$ cat src/rtl/mem_arbiter.sv
// mem_arbiter: shares one memory port between N_REQ requesters with
// round-robin (or fixed-priority) arbitration, bus lock and read return.
//
// Ports:
//   clk, rst                 clock, async active-low reset
//   req_rden/wren/lock [N]   per-requester read/write strobes and lock
//   req_addr/wdata [N][XLEN] per-requester address and write data
//   req_size [N][2]          per-requester access size (0 B, 1 H, 2 W)
//   req_gnt [N]              one-hot grant, transfer happens this cycle
//   req_rvalid [N]           read data valid, one cycle after read grant
//   req_rdata [XLEN]         shared read data (mirrors mem_rdata)
//   mem_*                    single memory port
//
// Build option: define MEMARB_RR_EN for round-robin arbitration;
// without it the lowest active index wins and no `last` state exists.
module mem_arbiter #(
    parameter int N_REQ = 2,
    parameter int XLEN  = 32
) (
    input  logic                       clk,
    input  logic                       rst,
    input  logic [N_REQ-1:0]           req_rden,
    input  logic [N_REQ-1:0]           req_wren,
    input  logic [N_REQ-1:0]           req_lock,
    input  logic [N_REQ-1:0][XLEN-1:0] req_addr,
    input  logic [N_REQ-1:0][1:0]      req_size,
    input  logic [N_REQ-1:0][XLEN-1:0] req_wdata,
    output logic [N_REQ-1:0]           req_gnt,
    output logic [N_REQ-1:0]           req_rvalid,
    output logic [XLEN-1:0]            req_rdata,
    output logic [XLEN-1:0]            mem_addr,
    output logic                       mem_rden,
    output logic                       mem_wren,
    output logic [1:0]                 mem_size,
    output logic [XLEN-1:0]            mem_wdata,
    input  logic [XLEN-1:0]            mem_rdata
);

    localparam int IW = (N_REQ > 1) ? $clog2(N_REQ) : 1;

    typedef enum logic {
        IDLE,
        LOCKED
    } state_e;

    state_e          state_q;
    state_e          state_d;
    logic [IW-1:0]   owner_q;
    logic [IW-1:0]   owner_d;
    logic            rd_pend_q;
    logic            rd_pend_d;
    logic [IW-1:0]   rd_id_q;
    logic [IW-1:0]   rd_id_d;
`ifdef MEMARB_RR_EN
    logic [IW-1:0]   last_q;
    logic [IW-1:0]   last_d;
`endif

    logic [N_REQ-1:0] active;
    logic             hold;
    logic             gnt_vld;
    logic [IW-1:0]    win;
    logic [IW-1:0]    cand;
    logic             rd_go;
    logic             wr_go;

    // Arbitration: a held lock pins the grant to the owner; otherwise
    // pick the first active requester in search order.
    always_comb begin
        active  = req_rden | req_wren;
        hold    = (state_q == LOCKED) && req_lock[owner_q];
        gnt_vld = 1'b0;
        win     = '0;
        cand    = '0;
        if (hold) begin
            gnt_vld = active[owner_q];
            win     = owner_q;
        end else begin
`ifdef MEMARB_RR_EN
            for (int k = 1; k <= N_REQ; k++) begin
                cand = IW'((int'(last_q) + k) % N_REQ);
                if (!gnt_vld && active[cand]) begin
                    gnt_vld = 1'b1;
                    win     = cand;
                end
            end
`else
            for (int k = N_REQ - 1; k >= 0; k--) begin
                cand = IW'(k);
                if (active[cand]) begin
                    gnt_vld = 1'b1;
                    win     = cand;
                end
            end
`endif
        end
        // No grant can leak out while reset is held.
        if (!rst) begin
            gnt_vld = 1'b0;
        end
    end

    // A write wins over a simultaneous (illegal) read on one requester.
    always_comb begin
        wr_go     = gnt_vld & req_wren[win];
        rd_go     = gnt_vld & req_rden[win] & ~req_wren[win];
        req_gnt   = gnt_vld ? (N_REQ'(1) << win) : '0;
        mem_rden  = rd_go;
        mem_wren  = wr_go;
        mem_addr  = gnt_vld ? req_addr[win] : '0;
        mem_size  = gnt_vld ? req_size[win] : 2'd0;
        mem_wdata = gnt_vld ? req_wdata[win] : '0;
    end

    always_comb begin
        state_d   = state_q;
        owner_d   = owner_q;
        if (!hold) begin
            if (gnt_vld && req_lock[win]) begin
                state_d = LOCKED;
                owner_d = win;
            end else begin
                state_d = IDLE;
            end
        end
        rd_pend_d = rd_go;
        rd_id_d   = rd_go ? win : rd_id_q;
`ifdef MEMARB_RR_EN
        last_d    = gnt_vld ? win : last_q;
`endif
    end

    always_ff @(posedge clk or negedge rst) begin
        if (!rst) begin
            state_q   <= IDLE;
            owner_q   <= '0;
            rd_pend_q <= 1'b0;
            rd_id_q   <= '0;
`ifdef MEMARB_RR_EN
            last_q    <= IW'(N_REQ - 1);
`endif
        end else begin
            state_q   <= state_d;
            owner_q   <= owner_d;
            rd_pend_q <= rd_pend_d;
            rd_id_q   <= rd_id_d;
`ifdef MEMARB_RR_EN
            last_q    <= last_d;
`endif
        end
    end

    assign req_rvalid = rd_pend_q ? (N_REQ'(1) << rd_id_q) : '0;
    assign req_rdata  = mem_rdata;

    a_no_rd_wr: assert property (
        @(posedge clk) disable iff (!rst) ((req_rden & req_wren) == '0)
    );

endmodule

$ cat config.mk
export PLATFORM = sky130hd
export DESIGN_NAME = mem_arbiter
export DESIGN_NICKNAME = d
export VERILOG_FILES = /design/src/rtl/mem_arbiter.sv
export SDC_FILE = /design/constraint.sdc
export NUM_CORES = 1
export LEC_CHECK = 0
export CORE_AREA = 2 2 107 109
export DETAILED_ROUTE_END_ITERATION = 8
export DIE_AREA = 0 0 109 111
export GPL_TIMING_DRIVEN = 0
export SLEW_MARGIN = 20
export SYNTH_ARGS = -nofsm -noshare
export SYNTH_HDL_FRONTEND = slang
export SYNTH_SLANG_ARGS = --single-unit
export TNS_END_PERCENT = 100
$ cat constraint.sdc
create_clock -name clk -period 2.5 [get_ports clk]
set_input_delay 0.25 -clock clk [delete_from_list [all_inputs] [get_ports clk]]
set_output_delay 0.25 -clock clk [all_outputs]
set_load 0.01 [all_outputs]
==> impl_metrics.ini, run 1 <==
[run]
drv_cap = 0

[grt]
track_usage_pct = 12.2
grt_pass1_vias = 2221
grt_max_degree = 11
overflow = 0
antenna_found_initial = 0
grt_pass1_wl_mm = 11.7

[detailed_routing]
vias_per_cell = 4.19
drt_iter0_markers = 88
wl_mm = 8.40
antenna_left = 0
drt_first_pass_iters = 4
vias = 2302
wl_per_cell_microns = 15.3
route.detailed.drc = 0

[synth]
syn_inst = 160
synthMuxAreaShare_pct = 1.97
synth_xor_area_share_pct = 0
synthSimpleGateAreaFrac_pct = 10.8
yosysWarningCount = 0
synth_top_family_by_area = compound AO/OA/AOI/OAI gates
synth_compound_area_share_pct = 52.3
syn_area_per_cell_sq_um = 8.34
syn_area_sq_um = 1330
ys_ff_latch = 4
synth-edff-count = 0
syn-num-nets = 332
synthAdderAreaFrac_pct = 0
async_flop_share_pct = 100
synth-seq-area-share_pct = 7.50
synth_cell_types = 30
ys.flop_type = dfrtp_1

[timing]
fin_crit_sh_pct = 95.3
finClkSkew_ps = 2.01
slew_viol_final = 0
tightest_slew_ps = 309
hold_ws_ps = 19.1
fin_ws_ps = 118
fmax_ghz = 0.420
tns_ps = 0
hold_violations = 0
slew_headroom_pct = 79.4
setup_viol = 0
post-route-min-period_ps = 2380

[clocking]
clock_latency_ps = 220
cts_tree = done
cts.clk_slew.worst_paths_ps = 30
root_buffer = clkbuf_16
cts.sinks = 4
cts_buffer_depth = 2
cts_made_buffers = 3
htree_levels = 1

[layout]
drive_above_1_share_pct = 15.5
multiInputGateArea_sq_um = 880
syn2layout_area_growth_pct = 204
seqCellArea_sq_um = 101
n_fill_cell = 1115
postLayoutCoreUtil_pct = 36.6
diodes = 0
nets = 581

[floorplanning]
fp.coreArea_sq_um = 11100
boundaryPins = 276
die-width_microns = 109
die_y_microns = 111
row_count = 39
dieArea_sq_um = 12100
start_util_pct = 12.0

[power_and_ir_drop]
pwr-share-seq_pct = 7.5
comb_power_share_pct = 69.8
power.internal_w = 0.000782
power_switching_w = 0.000305
p_clk_share_pct = 22.7
switching_share_pct = 28.1
leakagePower_nw = 1.65
pwr_density_cell_nw_per_um2 = 268
ir_drop_v = 0.000215

[place]
routabilityCongestion = 0.782
dp_slack_ps = -262
portBuffers = 243
hpwlAfterDp_mm = 7.35

[outcome]
status = complete, no violations

[worst_hold_path]
hp-class = in -> async

[worst_setup_path]
startpoint_type = flip-flop
path_class = reg -> out
worstPathRequired_ps = 2250
endpoint_kind = output pin
path_max_fanout = 10
cp.arrival_ps = 2130
routing by layer:
layer | vias up | GRT usage, % | wire length [microns]
li1 | 1095 | - | -
met1 | 1037 | 13.0 | 3010
met2 | 164 | 23.9 | 4320
met3 | 6 | 3.29 | 996
met4 | 0 | 1.45 | 70
met5 | - | 0 | 0
final cells by class:
class,instances,share of cell area (%)
flip-flops and latches,4,2.50
multi-input cells,109,21.7
plain buffers,47,9.26
repair buffers,244,60.3
well taps,143,4.41
clock buffers,3,1.85
what timing repair did:
item	CTS	global route
pin swaps	0	1
endpoints found under the setup margin	62	56
buffers inserted	0	1
hold buffers	0	0
cloned	0	0
gates resized for setup	9	9
power by group through the flow:
stage,Sequential (W),Clock [W],Combinational [W]
floorplan,0.0000794,0,0.000275
global placement,0.0000812,0,0.000755
detailed placement,0.0000815,0,0.000760
CTS,0.0000814,0.000251,0.000763
global route,0.0000823,0.000258,0.000806
finish,0.0000811,0.000247,0.000759
path summary, 6_finish.rpt:
check	from	end	slack (ps)	cells past startpoint
max	owner_q	mem_addr[24]	120	7
min	rst	rd_pend_q	20	1
max reg2reg	owner_q	rd_id_q	940	6
min reg2reg	rd_id_q	rd_id_q	680	2
max in group asynchronous	rst	state_q	2220	1
min in group clk	req_lock[0]	owner_q	380	2
sequential cells by signal, indices dropped and copies added, names as in the netlist:
name       count
owner_q        1
rd_id_q        1
rd_pend_q      1
state_q        1
cells in the final DEF, fill, tap and decap left out, drive strengths merged:
cell type,instances
clkdlybuf4s50,234
a22o,67
buf,47
nand2,7
nor2,6
dlygate4sd2,5
a21oi,5
o21ai,5
dlymetal6s2s,4
clkbuf,4
dfrtp,4
and2,3
a31oi,2
mux2,2
and3,1
a22oi,1
and3b,1
o22ai,1
nor2b,1
or2,1
nand2b,1
nand3,1
a211oi,1
nor3b,1
o32ai,1
nor3,1
Yosys cell counts (all sizes together) (2+ instances only):
cell type	count	area share (%)
a31oi	2	0.94
buf	46	27
nor2	6	2.8
o21ai	5	2.2
and2	3	1.4
nand2	7	2.0
dfrtp	4	7.5
a21oi	5	2.2
mux2	2	2.0
a22o	67	44
critical path, stage by stage, from the launching register on:
cell and delay, ps:
dfrtp_1 360, buf_6 130, and3_4 190, nor2_4 180, buf_6 180, buf_6 150
a22o_1 140, clkdlybuf4s50_1 560
cell families (layout without fill, tap and decap cells):
logic type,after synthesis,count (layout)
compound gates,83,83
buf+inv,47,294
flops,4,4
mux,2,2
simple gates,24,24
metrics by stage:
step	cell area, sq um	instances	total power, W
3_5_place_dp	3950	546	0.000842
3_3_place_gp	3950	546	0.000836
4_1_cts	4030	549	0.00109
5_1_grt	4050	550	0.00115
2_1_floorplan	1330	160	0.000354
6_report	4050	550	0.00109
Power figures use the tool's default switching activity.
==> inputs of run 2 (changes only) <==
- ABC_AREA: not set -> 1
- CTS_CLUSTER_SIZE: not set -> 40
==> run 2 against run 1 <==
Count of clock-buffer cells in the layout did not move. Fmax fell by 0.80%. Critical path depth rose by 8.
==> impl_metrics.ini, run 2 <==
[outcome]
status = complete, no violations

[synth]
yosys-top-cells-area = nand2_1 56%, buf_4 19%, dfrtp_1 6.9%
yosysMostFrequentCell = nand2_1
synth_top_area_cell = nand2_1
syn_area_per_cell_sq_um = 4.82
netlist.area_leader.share_pct = 56.2
synth_cell_types = 17
ys.flop_type = dfrtp_1
syn-num-nets = 474
syn_inst = 302
synth-edff-count = 0
synth-seq-area-share_pct = 6.88
async_flop_share_pct = 100
syn_area_sq_um = 1460
ys_ff_latch = 4
synthTopCellsByCount = 218 x nand2_1, 36 x buf_4, 11 x inv_1, 6 x buf_2, 6 x nor2_1
yosysWarningCount = 0

[grt]
grt_pass1_wl_mm = 12.6
grt_pass1_vias = 2563
track_usage_pct = 13.2
grt_max_degree = 11
overflow = 0
antenna_found_initial = 0

[detailed_routing]
route.detailed.drc = 0
antenna_left = 0
wl_per_cell_microns = 12.4
vias_per_cell = 3.85
vias = 2726
wl_mm = 8.76
drt_iter0_markers = 70
drt_first_pass_iters = 6

[timing]
fin_crit_sh_pct = 96.0
tightest_slew_ps = 360
hold_violations = 0
slew_headroom_pct = 76.0
setup_viol = 0
post-route-min-period_ps = 2400
fmax_ghz = 0.416
finClkSkew_ps = 4.68
slew_viol_final = 0
tns_ps = 0

[clocking]
cts_buffer_depth = 2
cts.clk_slew.worst_paths_ps = 30
cts_tree = done
cts_made_buffers = 3
clock_latency_ps = 230
ctsHoldBuffers = 0
root_buffer = clkbuf_16
htree_levels = 1
cts.sinks = 4

[worst_setup_path]
startpoint_type = input port
max_stage_delay_ps = 430
path_class = in -> out
endpoint_kind = output pin
crit_family = buffers and inverters
worstPathRequired_ps = 2250
critPathBufInv = 8
cp.arrival_ps = 2150
worstPathCellList = clkdlybuf4s50_1 -> nor2_2 -> inv_2 -> nand2_2 -> nand2_4 -> nand2_4 -> inv_2 -> nor2_4 -> buf_6 -> buf_8 -> buf_12 -> clkbuf_16 -> nand2_1 -> nand2_1 -> clkdlybuf4s15_2
slowest_stage = clkdlybuf4s50_1
path_max_fanout = 5

[power_and_ir_drop]
leakagePower_nw = 2.61
power_w = 0.00217
ir_drop_v = 0.000260
pwr_density_cell_nw_per_um2 = 495

[floorplanning]
die-width_microns = 109
boundaryPins = 276
start_util_pct = 13.1
row_count = 39
die_y_microns = 111
dieArea_sq_um = 12100
fp.coreArea_sq_um = 11100

[layout]
finalInstanceArea_sq_um = 4390
syn2layout_area_growth_pct = 202
nets = 739
final_cell_count_no_fill = 708
layout_common_cells = 214 x nand2_1, 172 x clkdlybuf4s50_1, 47 x buf_4
drive_above_1_share_pct = 19.8
layout_commonest_cell = nand2_1
diodes = 0

[place]
portBuffers = 243
routabilityCongestion = 0.792
dp.cells = 688
place_area_sq_um = 4070
hpwlAfterDp_mm = 7.16

[worst_hold_path]
hp-class = in -> async

[run]
drv_cap = 0
==> run 2: final timing paths <==
check                             from           end  slack, ps  cells past startpoint
max in group asynchronous          rst       owner_q       1920                      1
min in group clk           req_lock[1]       owner_q        360                      3
hold / removal                     rst       state_q        300                      1
setup / recovery           req_wren[1]  mem_wdata[6]        100                     15
hold reg to reg                rd_id_q       rd_id_q        540                      2
setup reg to reg               owner_q       rd_id_q       1010                     11
==> run 2: worst reg2reg max path, delay by kind of cell, from the launching register on <==
family,cells,cell delay [ps]
AND/OR/NAND/NOR,9,710
buffers and inverters,2,210
flip-flops,1,440
==> run 2: area by class of cell <==
type                            instances  area, sq um
Fill cell                            1152         6690
Sequential cell                         4          101
Multi-Input combinational cell        239         1000
Inverter                               13         48.8
Buffer                                 44          387
Timing Repair Buffer                  262         2600
Tap cell                              143          179
Clock buffer                            3         75.1
==> run 2: repair_timing <==
action | CTS | global route
gates resized for setup | 74 | 106
cloned | 0 | 1
setup endpoints to repair | 68 | 55
pin swaps | 5 | 5
setup buffers | 13 | 6
==> run 2: kinds of logic (layout without fill, tap and decap cells) <==
family,Yosys count,after routing,synth area share [%]
AOI/OAI and AO/OA,1,1,0.344
buffers and inverters,59,322,27.1
DFF,4,4,6.88
and+or+nand+nor,238,238,65.7
==> run 2: layer usage <==
metal | vias up | global-route usage [%] | part of all wire [%]
li1 | 1392 | - | -
met1 | 1180 | 13.8 | 35
met2 | 144 | 25.4 | 54
met3 | 10 | 3.41 | 10
met4 | 0 | 3.08 | 1.1
met5 | - | 0 | 0
==> run 2: stage by stage <==
stage,utilization [%],hold WS [ps],setup slack (ps)
2_1_floorplan,-,-45.6,834
3_3_place_gp,36.7,490,-295
3_5_place_dp,36.7,511,-355
4_1_cts,38.4,305,-95.4
5_1_grt,39.6,314,-9.28
6_report,39.6,298,98.8
==> run 2: where the power goes <==
group,internal (W),leakage [nW],switching (W),total (W)
clock network,0.000205,0.0370,0.0000548,0.000260
registers,0.0000914,0.0507,0.0000340,0.000125
logic,0.000969,2.52,0.000817,0.00179
==> inputs of run 3 (changes only) <==
- CELL_PAD_IN_SITES_DETAIL_PLACEMENT: not set -> 1
- CELL_PAD_IN_SITES_GLOBAL_PLACEMENT: not set -> 2
- CORE_AREA: 2 2 107 109 -> not set
- CORE_UTILIZATION: not set -> 10
- DIE_AREA: 0 0 109 111 -> not set
- PLACE_DENSITY_LB_ADDON: not set -> 0.1
==> run 3 against run 2 <==
Combinational power shrank 3%. Highest routed layer unchanged. Utilization shrank 9.5 points. Routed wire length increased by 16%. Hold slack worse by 6.2 ps. Fmax decreased by 6.2%. Critical path depth is 4 lower. Sequential share of layout area increased by 0.057 points. Global-route usage fell by 1.1 points. The run now ends with setup timing left. Count of clock-buffer cells in the layout did not move. First-iteration DRC count shrank 60%.
==> impl_metrics.ini, run 3 (synthesis results as in run 2) <==
[worst_setup_path]
critPathBufInv = 5
worstPathCellList = clkdlybuf4s50_1 -> inv_1 -> nand2_2 -> nand4_1 -> nand2_4 -> inv_2 -> nor2_4 -> buf_4 -> nand2_1 -> nand2_1 -> clkdlybuf4s50_1
path_depth = 11
reg2reg_depth = 11
startpoint_type = input port
crit_family = buffers and inverters
path_class = in -> out
r2r_slack_ps = 970
cp.arrival_ps = 2310
endpoint_kind = output pin
max_stage_delay_ps = 560
worstPathRequired_ps = 2250
path_max_fanout = 10
slowest_stage = clkdlybuf4s50_1

[timing]
setup_viol = 19
finClkSkew_ps = 1.18
hold_violations = 0
tightest_slew_ps = 323
hold_ws_ps = 292
post-route-min-period_ps = 2560
slew_viol_final = 0
fmax_ghz = 0.391
fin_ws_ps = -60.4
fin_crit_sh_pct = 102
slew_headroom_pct = 78.4
rsz0062_at_grt = true

[floorplanning]
fp.coreArea_sq_um = 14000
dieArea_sq_um = 15000
boundaryPins = 276
die-width_microns = 123
row_count = 43
start_util_pct = 10.4
die_y_microns = 123

[layout]
layout_commonest_cell = nand2_1
n_fill_cell = 1752
syn2layout_area_growth_pct = 191
postLayoutCoreUtil_pct = 30.1
layout_common_cells = 215 x nand2_1, 192 x clkdlybuf4s50_1, 45 x buf_4
diodes = 0
nets = 732
drive_above_1_share_pct = 19.0

[detailed_routing]
antenna_left = 0
route.detailed.drc = 0
wl_per_cell_microns = 13.8
wl_mm = 10.2
vias = 2693
drt_first_pass_iters = 4
vias_per_cell = 3.65
drt_iter0_markers = 28

[grt]
grt_pass1_vias = 2626
grt_max_degree = 11
antenna_found_initial = 0
overflow = 0
track_usage_pct = 12.0
grt_pass1_wl_mm = 14.2

[clocking]
ctsHoldBuffers = 0
cts.sinks = 4
cts_tree = done
cts_made_buffers = 3
root_buffer = clkbuf_16
cts.clk_slew.worst_paths_ps = 30
htree_levels = 1
cts_buffer_depth = 2
clock_latency_ps = 220

[place]
portBuffers = 243
hpwlAfterDp_mm = 8.64
routabilityCongestion = 0.668

[power_and_ir_drop]
pwr_density_cell_nw_per_um2 = 496
power_w = 0.00210
ir_drop_v = 0.000492
leakagePower_nw = 2.27

[outcome]
status = finished with violations
violations = setup timing

[worst_hold_path]
hp-class = in -> async

[run]
drv_cap = 0
==> run 3: layout make-up <==
class	instances	area, sq um	area share, %
flip-flops and latches	4	100	2.37
plain buffers	46	418	9.88
well taps	180	225	5.33
clock buffers	3	75.1	1.78
multi-input cells	239	981	23.2
repair buffers	253	2380	56.3
inverters	13	48.8	1.15
==> run 3: repair_timing <==
item	in CTS	in global routing
endpoints found under the setup margin	68	64
pin swaps	2	3
gates resized for setup	51	103
hold endpoints to repair	0	0
gates cloned	0	1
setup buffers	5	4
==> run 3: path summary, 6_finish.rpt <==
path	start	end
min in group clk	req_lock[0]	state_q
max in group asynchronous	rst	state_q
worst max-delay path	req_lock[1]	mem_addr[7]
worst max register to register	owner_q	rd_id_q
worst min-delay path	rst	owner_q
worst min register to register	rd_id_q	rd_id_q
==> run 3: metal layers <==
metal	GRT usage [%]	wire [microns]	up-vias
li1	-	-	1375
met1	13.3	3760	1185
met2	23.5	5480	131
met3	3.02	924	2
met4	0.915	12	0
met5	0	0	-
==> run 3: where the power goes <==
group          switching [W]  internal (W)
Sequential         0.0000299     0.0000899
Combinational       0.000815      0.000916
Clock              0.0000441      0.000204
Total               0.000889       0.00121
==> run 3: stage by stage <==
stage               setup slack (ps)  instance area, sq um  instances  TNS (ps)
floorplan                        834                  1460        302         0
global placement                -343                  4110        725    -16360
detailed placement              -375                  4110        725    -17190
CTS                             -217                  4220        733     -5130
global route                    -200                  4230        738     -3330
finish                         -60.4                  4230        738      -614
==> RTL change: new RTL, config.mk and constraints of run 3 <==
The parameter `XLEN` goes from 32 to 16.
--- a/src/rtl/mem_arbiter.sv
+++ b/src/rtl/mem_arbiter.sv
@@ -15,7 +15,7 @@
 // without it the lowest active index wins and no `last` state exists.
 module mem_arbiter #(
     parameter int N_REQ = 2,
-    parameter int XLEN  = 32
+    parameter int XLEN  = 16
 ) (
     input  logic                       clk,
     input  logic                       rst,
Interface: changed (6 resized); port bits go from 276 to 148. No check against the original RTL was run, so the function may have changed too.
==> RTL change against run 3 <==
Count of clock-buffer cells in the layout is the same. Critical path type unchanged. Highest routed layer unchanged. Synthesized area shrank 33%. Routed wire length shrank 48%. Setup slack gained 0.21 ns. Synthesized cell count shrank 40%. Sequential cell count is the same. Total power shrank 36%. Final area shrank 38%.
==> RTL change: results (changes against run 3) <==
metric	value	unit	change
run_status	finished clean		was complete, but fails checks
dp_hpwl	4347	um	was 8638 um
power_leakage	1.427	nW	was 2.267 nW
use_met1	10.88	%	was 13.32%
cts_root_buf	clkbuf_8		was clkbuf_16
cpPeakStageDelay	0.48	ns	was 0.56 ns
gr-usage-all-layers	9.618	%	was 12.02%
skew	0.004456	ns	was 0.001183 ns
via_count	1618		was 2693
port_buffers	131		was 243
fin_nets	431		was 732
grt_pass1_vias	1547		was 2626
drive_gt1_share	21.36	%	was 19.00%
critPathMaxFanout	10		unchanged
grt_max_degree	11		unchanged
first_pass_iters	3		was 4
r2r_slack	0.95	ns	was 0.97 ns
synth_area_leaders	nand2_1, buf_4, dfrtp_1		unchanged
seq_power_share	8.8	%	was 5.7%
post-place-ws	-0.2283	ns	was -0.3754 ns
wl_met1	2214	um	was 3758 um
nFillCells	1197		was 1752
hold_ws	0.3004	ns	was 0.2918 ns
sw_frac_of_total	42.25	%	was 42.36%
dr_wl_met2	2662	um	was 5484 um
cts_buffer_depth	2		unchanged
setup_tns	0	ns	was -0.6144 ns
r2r_cells	8		was 11
seq_area_frac_synth	10.23	%	was 6.879%
place_area	0.002451	sq mm	was 0.004113 sq mm
met3_usage	1.595	%	was 3.020%
powerClk	0.135	mW	was 0.248 mW
grt_pass1_wl	7714	um	was 14230 um
clkPwrFrac	10.0	%	was 11.8%
max_freq	0.4249	GHz	was 0.3906 GHz
wire_per_inst	11.26	um	was 13.79 um
placed_cells	442		was 725
ir_drop	0.3150	mV	was 0.4925 mV
synth_cell_type_count	16		was 17
worstPathArrival	2.10	ns	was 2.31 ns
viasPerCell	3.472		was 3.649
route.met3.wl	340	um	was 924 um
met2_usage	18.86	%	was 23.53%
avgSynthCellArea	5.376	sq um	was 4.818 sq um
reg2reg_to	rd_pend_q		was rd_id_q
tightest_slew	0.3262	ns	was 0.3226 ns
drtIter0Drc	12		was 28
gp_congestion	0.6384		was 0.6676
ys_top_cells_by_count	nand2_1, buf_4, inv_1		unchanged
-- RTL change: cells by family after synthesis --
family                 after synthesis  share of synthesized area, %
and+or+nand+nor                    142                         64.71
buffers and inverters               35                         24.55
DFF                                  4                         10.23
AOI/OAI and AO/OA                    1                        0.5110
-- RTL change: cell type report --
type / instances / area (sq um) / area share [%]
repair buffers: 152 / 1426 / 54.34
multi-input cells: 143 / 645.6 / 24.59
plain buffers: 22 / 198.9 / 7.579
well taps: 129 / 161.4 / 6.149
flip-flops and latches: 4 / 100.1 / 3.813
inverters: 13 / 51.30 / 1.954
clock buffers: 3 / 41.29 / 1.573
-- RTL change: worst max-delay path: cells and delay by family --
family | cells | cell delay (ns)
and+or+nand+nor | 6 | 0.72
buffers and inverters | 6 | 1.12
-- RTL change: repair_timing --
action                                  in CTS  in global routing
endpoints found under the hold margin        0                  0
buffers inserted                            17                  4
resized for setup                           37                 39
endpoints found under the setup margin      36                 17
pin swaps                                    3                  3
